**config.mk**
```make
export PLATFORM = sky130hd
export DESIGN_NAME = design_01_sched
export DESIGN_NICKNAME = d
export VERILOG_FILES = /design/src/rtl/design_01_sched.sv
export SDC_FILE = /design/constraint.sdc
export NUM_CORES = 1
export LEC_CHECK = 0
export BUFFER_PORTS_ARGS = -buffer_cell sky130_fd_sc_hd__clkbuf_2
export CORE_ASPECT_RATIO = 0.8
export CORE_UTILIZATION = 43
export DETAILED_ROUTE_END_ITERATION = 6
export GPL_ROUTABILITY_DRIVEN = 0
export PLACE_DENSITY = 0.76
export SYNTH_ARGS = -nofsm -noshare
export SYNTH_HDL_FRONTEND = slang
export SYNTH_SLANG_ARGS = --single-unit
```
**constraint.sdc**
```tcl
create_clock -name CLK -period 2 [get_ports CLK]
set_input_delay 0.1 -clock CLK [delete_from_list [all_inputs] [get_ports CLK]]
set_output_delay 0.1 -clock CLK [all_outputs]
set_load 0.02 [all_outputs]
```
**src/rtl/design_01_sched.sv**
```systemverilog
// Round-robin scheduler that shares one mkDesign_01 instance among NREQ requesters,
// sequencing start -> result -> check for each granted transaction.
//
// state    | meaning
// ---------+----------------------------------------------------------
// S_IDLE   | no owner; arbitrate and latch the winner's arguments
// S_START  | drive start args, fire stenable when RDY_start is high
// S_RESULT | drive result_c, capture result when RDY_result is high
// S_CHECK  | drive check_d, fire chenable and capture check on RDY_check
// S_FIN    | done pulse to the owner, grant released on exit
module design_01_sched #(
    parameter int NREQ    = 2,
    parameter int TIMEOUT = 15
) (
    input  logic              CLK,
    input  logic              RST,
    input  logic [NREQ-1:0]   req,
    input  logic [5*NREQ-1:0] req_a,
    input  logic [5*NREQ-1:0] req_b,
    input  logic [5*NREQ-1:0] req_c,
    input  logic [5*NREQ-1:0] req_d,
    output logic [NREQ-1:0]   grant,
    output logic              done,
    output logic              err,
    output logic [4:0]        rsp_result,
    output logic [4:0]        rsp_check,
    output logic [4:0]        start_a,
    output logic [4:0]        start_b,
    output logic              stenable,
    input  logic              RDY_start,
    output logic [4:0]        result_c,
    input  logic [4:0]        result,
    input  logic              RDY_result,
    output logic [4:0]        check_d,
    output logic              chenable,
    input  logic [4:0]        check,
    input  logic              RDY_check
);

    typedef enum logic [2:0] {
        S_IDLE   = 3'd0,
        S_START  = 3'd1,
        S_RESULT = 3'd2,
        S_CHECK  = 3'd3,
        S_FIN    = 3'd4
    } state_t;

    // Abort fires on the edge where the wait count would reach TIMEOUT.
    localparam logic [7:0] TLAST = 8'(TIMEOUT - 1);

    state_t          state_q;
    state_t          state_d;
    logic [1:0]      rr_q;
    logic [1:0]      rr_next;
    logic [7:0]      timer_q;
    logic [4:0]      lat_a;
    logic [4:0]      lat_b;
    logic [4:0]      lat_c;
    logic [4:0]      lat_d;

    logic            win_found;
    logic [1:0]      win_idx;
    logic [NREQ-1:0] win_onehot;
    logic [4:0]      sel_a;
    logic [4:0]      sel_b;
    logic [4:0]      sel_c;
    logic [4:0]      sel_d;

    logic            grant_load;
    logic            grant_clear;
    logic            timer_inc;
    logic            take_result;
    logic            take_check;
    logic            abort;

    // First requester at or after the rr pointer, wrapping around.
    always_comb begin
        win_found = 1'b0;
        win_idx   = 2'd0;
        for (int k = 0; k < NREQ; k++) begin
            if (!win_found && req[(int'(rr_q) + k) % NREQ]) begin
                win_found = 1'b1;
                win_idx   = 2'((int'(rr_q) + k) % NREQ);
            end
        end
    end

    always_comb begin
        win_onehot = '0;
        sel_a      = 5'd0;
        sel_b      = 5'd0;
        sel_c      = 5'd0;
        sel_d      = 5'd0;
        for (int k = 0; k < NREQ; k++) begin
            win_onehot[k] = win_found && (int'(win_idx) == k);
            if (int'(win_idx) == k) begin
                sel_a = req_a[5*k +: 5];
                sel_b = req_b[5*k +: 5];
                sel_c = req_c[5*k +: 5];
                sel_d = req_d[5*k +: 5];
            end
        end
        rr_next = (int'(win_idx) == NREQ - 1) ? 2'd0 : win_idx + 2'd1;
    end

    always_comb begin
        state_d     = state_q;
        stenable    = 1'b0;
        chenable    = 1'b0;
        start_a     = 5'd0;
        start_b     = 5'd0;
        result_c    = 5'd0;
        check_d     = 5'd0;
        done        = 1'b0;
        grant_load  = 1'b0;
        grant_clear = 1'b0;
        timer_inc   = 1'b0;
        take_result = 1'b0;
        take_check  = 1'b0;
        abort       = 1'b0;

        case (state_q)
            S_IDLE: begin
                if (win_found) begin
                    grant_load = 1'b1;
                    state_d    = S_START;
                end
            end
            S_START: begin
                start_a = lat_a;
                start_b = lat_b;
                if (RDY_start) begin
                    stenable = 1'b1;
                    state_d  = S_RESULT;
                end else if (timer_q == TLAST) begin
                    abort = 1'b1;
                end else begin
                    timer_inc = 1'b1;
                end
            end
            S_RESULT: begin
                result_c = lat_c;
                if (RDY_result) begin
                    take_result = 1'b1;
                    state_d     = S_CHECK;
                end else if (timer_q == TLAST) begin
                    abort = 1'b1;
                end else begin
                    timer_inc = 1'b1;
                end
            end
            S_CHECK: begin
                check_d = lat_d;
                if (RDY_check) begin
                    chenable   = 1'b1;
                    take_check = 1'b1;
                    state_d    = S_FIN;
                end else if (timer_q == TLAST) begin
                    abort = 1'b1;
                end else begin
                    timer_inc = 1'b1;
                end
            end
            S_FIN: begin
                done        = 1'b1;
                grant_clear = 1'b1;
                state_d     = S_IDLE;
            end
            default: begin
                grant_clear = 1'b1;
                state_d     = S_IDLE;
            end
        endcase

        // Aborting releases the owner on the same edge err is registered.
        if (abort) begin
            grant_clear = 1'b1;
            state_d     = S_IDLE;
        end
    end

    always_ff @(posedge CLK or posedge RST) begin
        if (RST) begin
            state_q    <= S_IDLE;
            grant      <= '0;
            err        <= 1'b0;
            rr_q       <= 2'd0;
            timer_q    <= 8'd0;
            lat_a      <= 5'd0;
            lat_b      <= 5'd0;
            lat_c      <= 5'd0;
            lat_d      <= 5'd0;
            rsp_result <= 5'd0;
            rsp_check  <= 5'd0;
        end else begin
            state_q <= state_d;
            err     <= abort;

            if (grant_load) begin
                grant <= win_onehot;
                rr_q  <= rr_next;
                lat_a <= sel_a;
                lat_b <= sel_b;
                lat_c <= sel_c;
                lat_d <= sel_d;
            end else if (grant_clear) begin
                grant <= '0;
            end

            if (state_d != state_q) begin
                timer_q <= 8'd0;
            end else if (timer_inc) begin
                timer_q <= timer_q + 8'd1;
            end

            if (take_result) begin
                rsp_result <= result;
            end
            if (take_check) begin
                rsp_check <= check;
            end
        end
    end

endmodule

```
Word-level counts from Yosys, hierarchy flattened --
Index checks and enable logic that the tools add are counted.
Operators by class: $add $sub $neg 3, $lt $le $gt $ge 2, eq/ne operators 7, mux-type cells 53, bitwise gates (word level) 1, reductions and logical operators 9
Operators by type and width (number):
- $mux 5 | 12
- $mux 1 | 28
- $mux 8 | 2
- $mux 3 | 5
- $pmux 3 s4 | 1
- $add 8x1->8 const B | 1
- $eq 8x4->1 const B | 1
- $eq 3x2->1 const B | 2
- $mux 2 | 3
- $pmux 1 s3 | 2
- $reduce_bool 2->1 | 2
- $reduce_or 4->1 | 1
- $eq 3x1->1 const B | 1
- $eq 3x3->1 const B | 1
- $logic_and 1x1->1 | 3
- $logic_not 3->1 | 1
- $lt 2x3->1 const B | 1
- $ne 3x3->1 | 1
- $add 1x1->1 const B | 2
- $eq 2x2->1 const B | 1
- $logic_not 2->1 | 1
- $lt 1x2->1 const B | 1
- $and 1x1->1 const A | 1
- $logic_not 1->1 | 1
Storage, ports and cells: register bits 45

Logic depth before layout (Yosys ltp) --
depth in word-level cells 12, gate-level depth with buffers 7, gate-level depth less buffers 7

Worst setup path before layout --
No wires, ideal clock.
path kind flip-flop to flip-flop, start register timer_q[0], end register grant[1], data arrival time 1765 ps, required time 1880 ps, setup slack 115 ps, cell stages (with the launch flop) 8, path buffers 0, clock period less this slack 1885 ps, cell sequence dfrtp_1 > inv_1 > ha_1 > or4b_4 > nor3_4 > nor3b_4 > nor2_2 > a31o_1
On the way: longest elaborated chain between the ends 6
Ends and longest elaborated chain:
- start, declared | RTL line 55 | logic [7:0] timer_q;
- start signal, assigned | RTL line 213 | timer_q <= timer_q + 8'd1;
- $eq 8x4->1 * | RTL line 135, 146, 158
- $mux 1 * | RTL line 135, 146, 158
- $mux 1 (on tied branches) | RTL line 154, 132, 143
- $pmux 1 s3 * | RTL line 122 | case (state_q)
- via abort | RTL line 74 | logic abort;
- $mux 1 * | RTL line 176 | if (abort) begin
- $reduce_bool 2->1 (no line) *
- end signal, assigned | RTL line 200 | grant <= win_onehot;
- end, declared | RTL line 22 | output logic [NREQ-1:0] grant,
The timed path passes the listed nets; every way through them passes the cells marked *. A chain may end at the register's enable or synchronous reset.

Worst setup path after layout --
start register timer_q[0], end register timer_q[4]
On the way: longest elaborated chain between the ends 7
Ends and longest elaborated chain:
- $eq 8x4->1 * | RTL line 135, 146, 158
- $mux 1 * | RTL line 135, 146, 158
- $mux 1 (on tied branches) | RTL line 154, 132, 143
- $pmux 1 s3 * | RTL line 122
- $mux 3 * | RTL line 176
- via state_d[0] | RTL line 52 | state_t state_d;
- $ne 3x3->1 * | RTL line 210 | if (state_d != state_q) begin
- $mux 8 or $reduce_bool 2->1 (tied branches)
The timed path passes the listed nets; every way through them passes the cells marked *. The select of a mux whose other input is x is not followed.

==> results by group <==
Drt
  – ANT nets after route: 0
  – DR DRC count: 0
  – Final wirelength: 4991 um
  – Wire per inst: 13.60 um
  – Pre-Repair DR Iteration Count: 4
  – Initial DRC count: 146
  – Vias: 1,947
  – Vias per cell: 5.305

Power
  – Leakage: 1.524 nW
  – Logic pwr share: 0.491
  – Pwr Density: 1459 nW/um2
  – Sw Share: 0.3961
  – Worst VDD drop: 711.2 uV
  – Power share of the clock group: 0.153
  – Sequential Power Share: 0.356
  – Switching pwr: 0.001707 W
  – Internal power: 0.002602 W

Final layout
  – Share of cells above drive strength 1: 0.4623
  – Diode count: 0
  – Design Area, Final: 2954 um2
  – Area Overhead vs Synth: 31.46%
  – Nets: 364

Synthesis
  – Post-synthesis net count: 260
  – Register bit total from synthesis: 45
  – Post-synth EDFFs: 0
  – Most common flop cell mapped by yosys: dfrtp_1
  – Mux share of post-synthesis cell area: 0.05457
  – Post-synth top area share: 0.5011
  – Synth Area in Adders: 0.01114
  – Most area-hungry cell type in the Yosys netlist: dfrtp_1
  – Post-synthesis async set-or-reset flop share: 1.000
  – Simple-gate share of the synthesized area: 0.1782
  – Top post-synthesis cells by area: dfrtp_1 50%, a222oi_1 8.9%, and2_1 5.0%
  – Post-synthesis cell count: 201
  – Post-synth top cells: 45 x dfrtp_1, 25 x inv_1, 20 x a222oi_1, 18 x and2_1, 10 x mux2_2
  – Post-synth cell types: 38
  – Compound-cell area share of the yosys netlist: 0.1498
  – Mapped cell area: 2247 um2
  – Top-count cell post-synth: dfrtp_1
  – Post-synthesis sequential area ratio: 0.5011
  – Main combinational cell family by area after synthesis: simple AND/OR/NAND/NOR gates
  – Mapped Avg Cell Area: 11.18 um2
  – XOR/XNOR share of the synthesized area: 0.02728
  – Syn. warnings: 0

Timing
  – Fmax achieved: 516.9 MHz
  – Final Cycle Share: 0.9672
  – Worst Skew: 0.004436 ns
  – Slew Limit Headroom: 0.6957
  – Min cycle time layout: 1.934 ns
  – Final setup fails: 0
  – Fin. Hold Viols: 0
  – Slew @ Worst Pin: 0.4530 ns
  – Slew Limit Fails: 0
  – RSZ-0062 raised after global routing: true
  – Sum of negative setup slack: 0 ns

Critical path
  – R2R depth: 7
  – WP data required: 2.17 ns
  – Reg2reg setup slack: 0.07 ns
  – Worst setup path class: reg -> reg
  – CP endpoint: timer_q[4]$_DFFE_PP0P_
  – Reg2reg end: timer_q[4]$_DFFE_PP0P_
  – Slowest CP cell: or4b_4
  – Critical path, cell by cell: inv_1 > ha_1 > or4b_4 > nor3_4 > a221oi_2 > o2111ai_4 > nor2_1
  – Critical Path AT: 2.11 ns
  – Max stage delay on crit path: 0.47 ns
  – Worst Path Max Fanout: 8
  – Startpoint types: flop
  – Setup crit end kind: flop
  – Crit path from: timer_q[0]$_DFFE_PP0P_
  – Reg2Reg Launch Point: timer_q[0]$_DFFE_PP0P_

Clock tree
  – CTS H-Tree Depth: 2
  – CTS Sinks: 45
  – Clock transition at path regs: 0.08 ns
  – Clk Latency, worst-skew pair: 0.29 ns
  – CTS Buffer Depth: 2
  – Root Buffer: clkbuf_8
  – CTS buffer count: 5
  – Setup repair bufs after CTS: 0
  – CTS tree: built

Placement
  – Post-Place Cell Area: 2838 um2
  – Post-DP HPWL: 3796 um
  – Number of I/O port buffers: 92

Job
  – MaxCap Viol Count: 0

GRT
  – Tot GR Track Use: 0.1812
  – Largest net degree at the start of global routing: 26
  – First-pass GRT wire length: 7866 um
  – Initial antenna violation count: 0
  – GR Overflow Total: 0
  – Vias in the first global route: 1,742

Hold path
  – Worst hold path type: in -> reg

Floorplanning
  – Die height: 66.66 um
  – Initial Utilization: 0.4488
  – Std-Cell Rows: 23
  – Die ar.: 5521 um2
  – Die width: 82.83 um
  – CORE AREA: 5007 um2
  – Ports: 93

Status
  – Status: completed
stage by stage:
step | hold slack, ns | power, W | setup slack, ns | utilization | instances
after floorplan | 0.2212 | 0.003016 | 0.1152 | - | 201
after global placement | 0.1060 | 0.003621 | 0.1303 | 0.5667 | 359
after detailed placement | 0.1048 | 0.003673 | 0.07614 | 0.5667 | 359
after CTS | 0.003813 | 0.004337 | 0.05662 | 0.5895 | 367
after global routing | 0.01512 | 0.004608 | -0.003278 | 0.5900 | 367
final | 0.009270 | 0.004309 | 0.06555 | 0.5900 | 367
how the worst min path moves through the flow:
stage	startpoint	to	slack [ns]	cells after the start
floorplan	req_a[5]	lat_a[0]$_DFFE_PP0P_	0.22	2
global placement	RST	rsp_result[1]$_DFFE_PP0P_	0.11	2
detailed placement	RST	rsp_result[1]$_DFFE_PP0P_	0.10	2
CTS	req_c[7]	lat_c[2]$_DFFE_PP0P_	0.004	3
global route	req_a[5]	lat_a[0]$_DFFE_PP0P_	0.02	3
finish	req_a[6]	lat_a[1]$_DFFE_PP0P_	0.009	3
registers in the layout, indices dropped and copies added, names as in the netlist:
register and flops:
err 1, grant 2, lat_a 5, lat_b 5
lat_c 5, lat_d 5, rr_q 1, rsp_check 5
rsp_result 5, state_q 3, timer_q 8
cells by family after synthesis:
kind of cell | after synthesis
mux | 11
fa+ha+maj | 2
simple gates | 65
flops | 45
xor+xnor | 7
compound gates | 33
buf+inv | 38
area by class of cell:
class                           count  area, um2
Clock inverter                      2      35.03
Sequential cell                    45       1129
Inverter                           25      93.84
Tap cell                           62      77.57
Multi-Input combinational cell    118      952.2
Clock buffer                        5      68.82
Timing Repair Buffer              110      598.1
Fill cell                         444       2053
per-layer routing:
metal  vias to the layer above  GRT usage  routed length [um]
met2                        70     0.2930                2449
met3                         5    0.04957                 360
met1                       942     0.2359                2145
met5                         -          0                   0
li1                        930          -                   -
met4                         0    0.06466                  36
cells in the final DEF (no fill, tap or decap), types with 4 or more instances in the layout:
| cell type | netlist | final |
|---|---|---|
| a222oi_1 | 20 | 20 |
| and2_1 | 18 | 18 |
| and3_1 | 6 | 6 |
| buf_4 | 2 | 17 |
| clkbuf_2 | 0 | 92 |
| clkbuf_8 | 0 | 5 |
| dfrtp_1 | 45 | 43 |
| inv_1 | 25 | 24 |
| mux2_2 | 10 | 10 |
| nand2_1 | 5 | 5 |
| nor2_1 | 9 | 9 |
| nor3_1 | 6 | 6 |
| nor4_1 | 5 | 4 |
| xnor2_1 | 7 | 7 |
power by group through the flow:
stage	clock network, W	registers (W)	logic [W]
2_1_floorplan	0	0.00160	0.00141
3_3_place_gp	0	0.00153	0.00209
3_5_place_dp	0	0.00154	0.00213
4_1_cts	0.000676	0.00153	0.00213
5_1_grt	0.000712	0.00159	0.00231
6_report	0.000659	0.00154	0.00211
what timing repair did:
action | 4_1_cts | 5_1_grt
gates resized for setup | 0 | 2
setup endpoints to repair | 0 | 7
hold buffers | 1 | 0
hold endpoints to repair | 20 | 0
critical path, delay by kind of cell, from the launching register on:
family | cells | cell delay, ns
flip-flops | 1 | 0.38
AND/OR/NAND/NOR | 3 | 0.79
buffers and inverters | 1 | 0.06
AO/OA/AOI/OAI | 2 | 0.44
adder cells (fa/ha/maj) | 1 | 0.14
No activity file was read; power rests on OpenSTA's default activity.
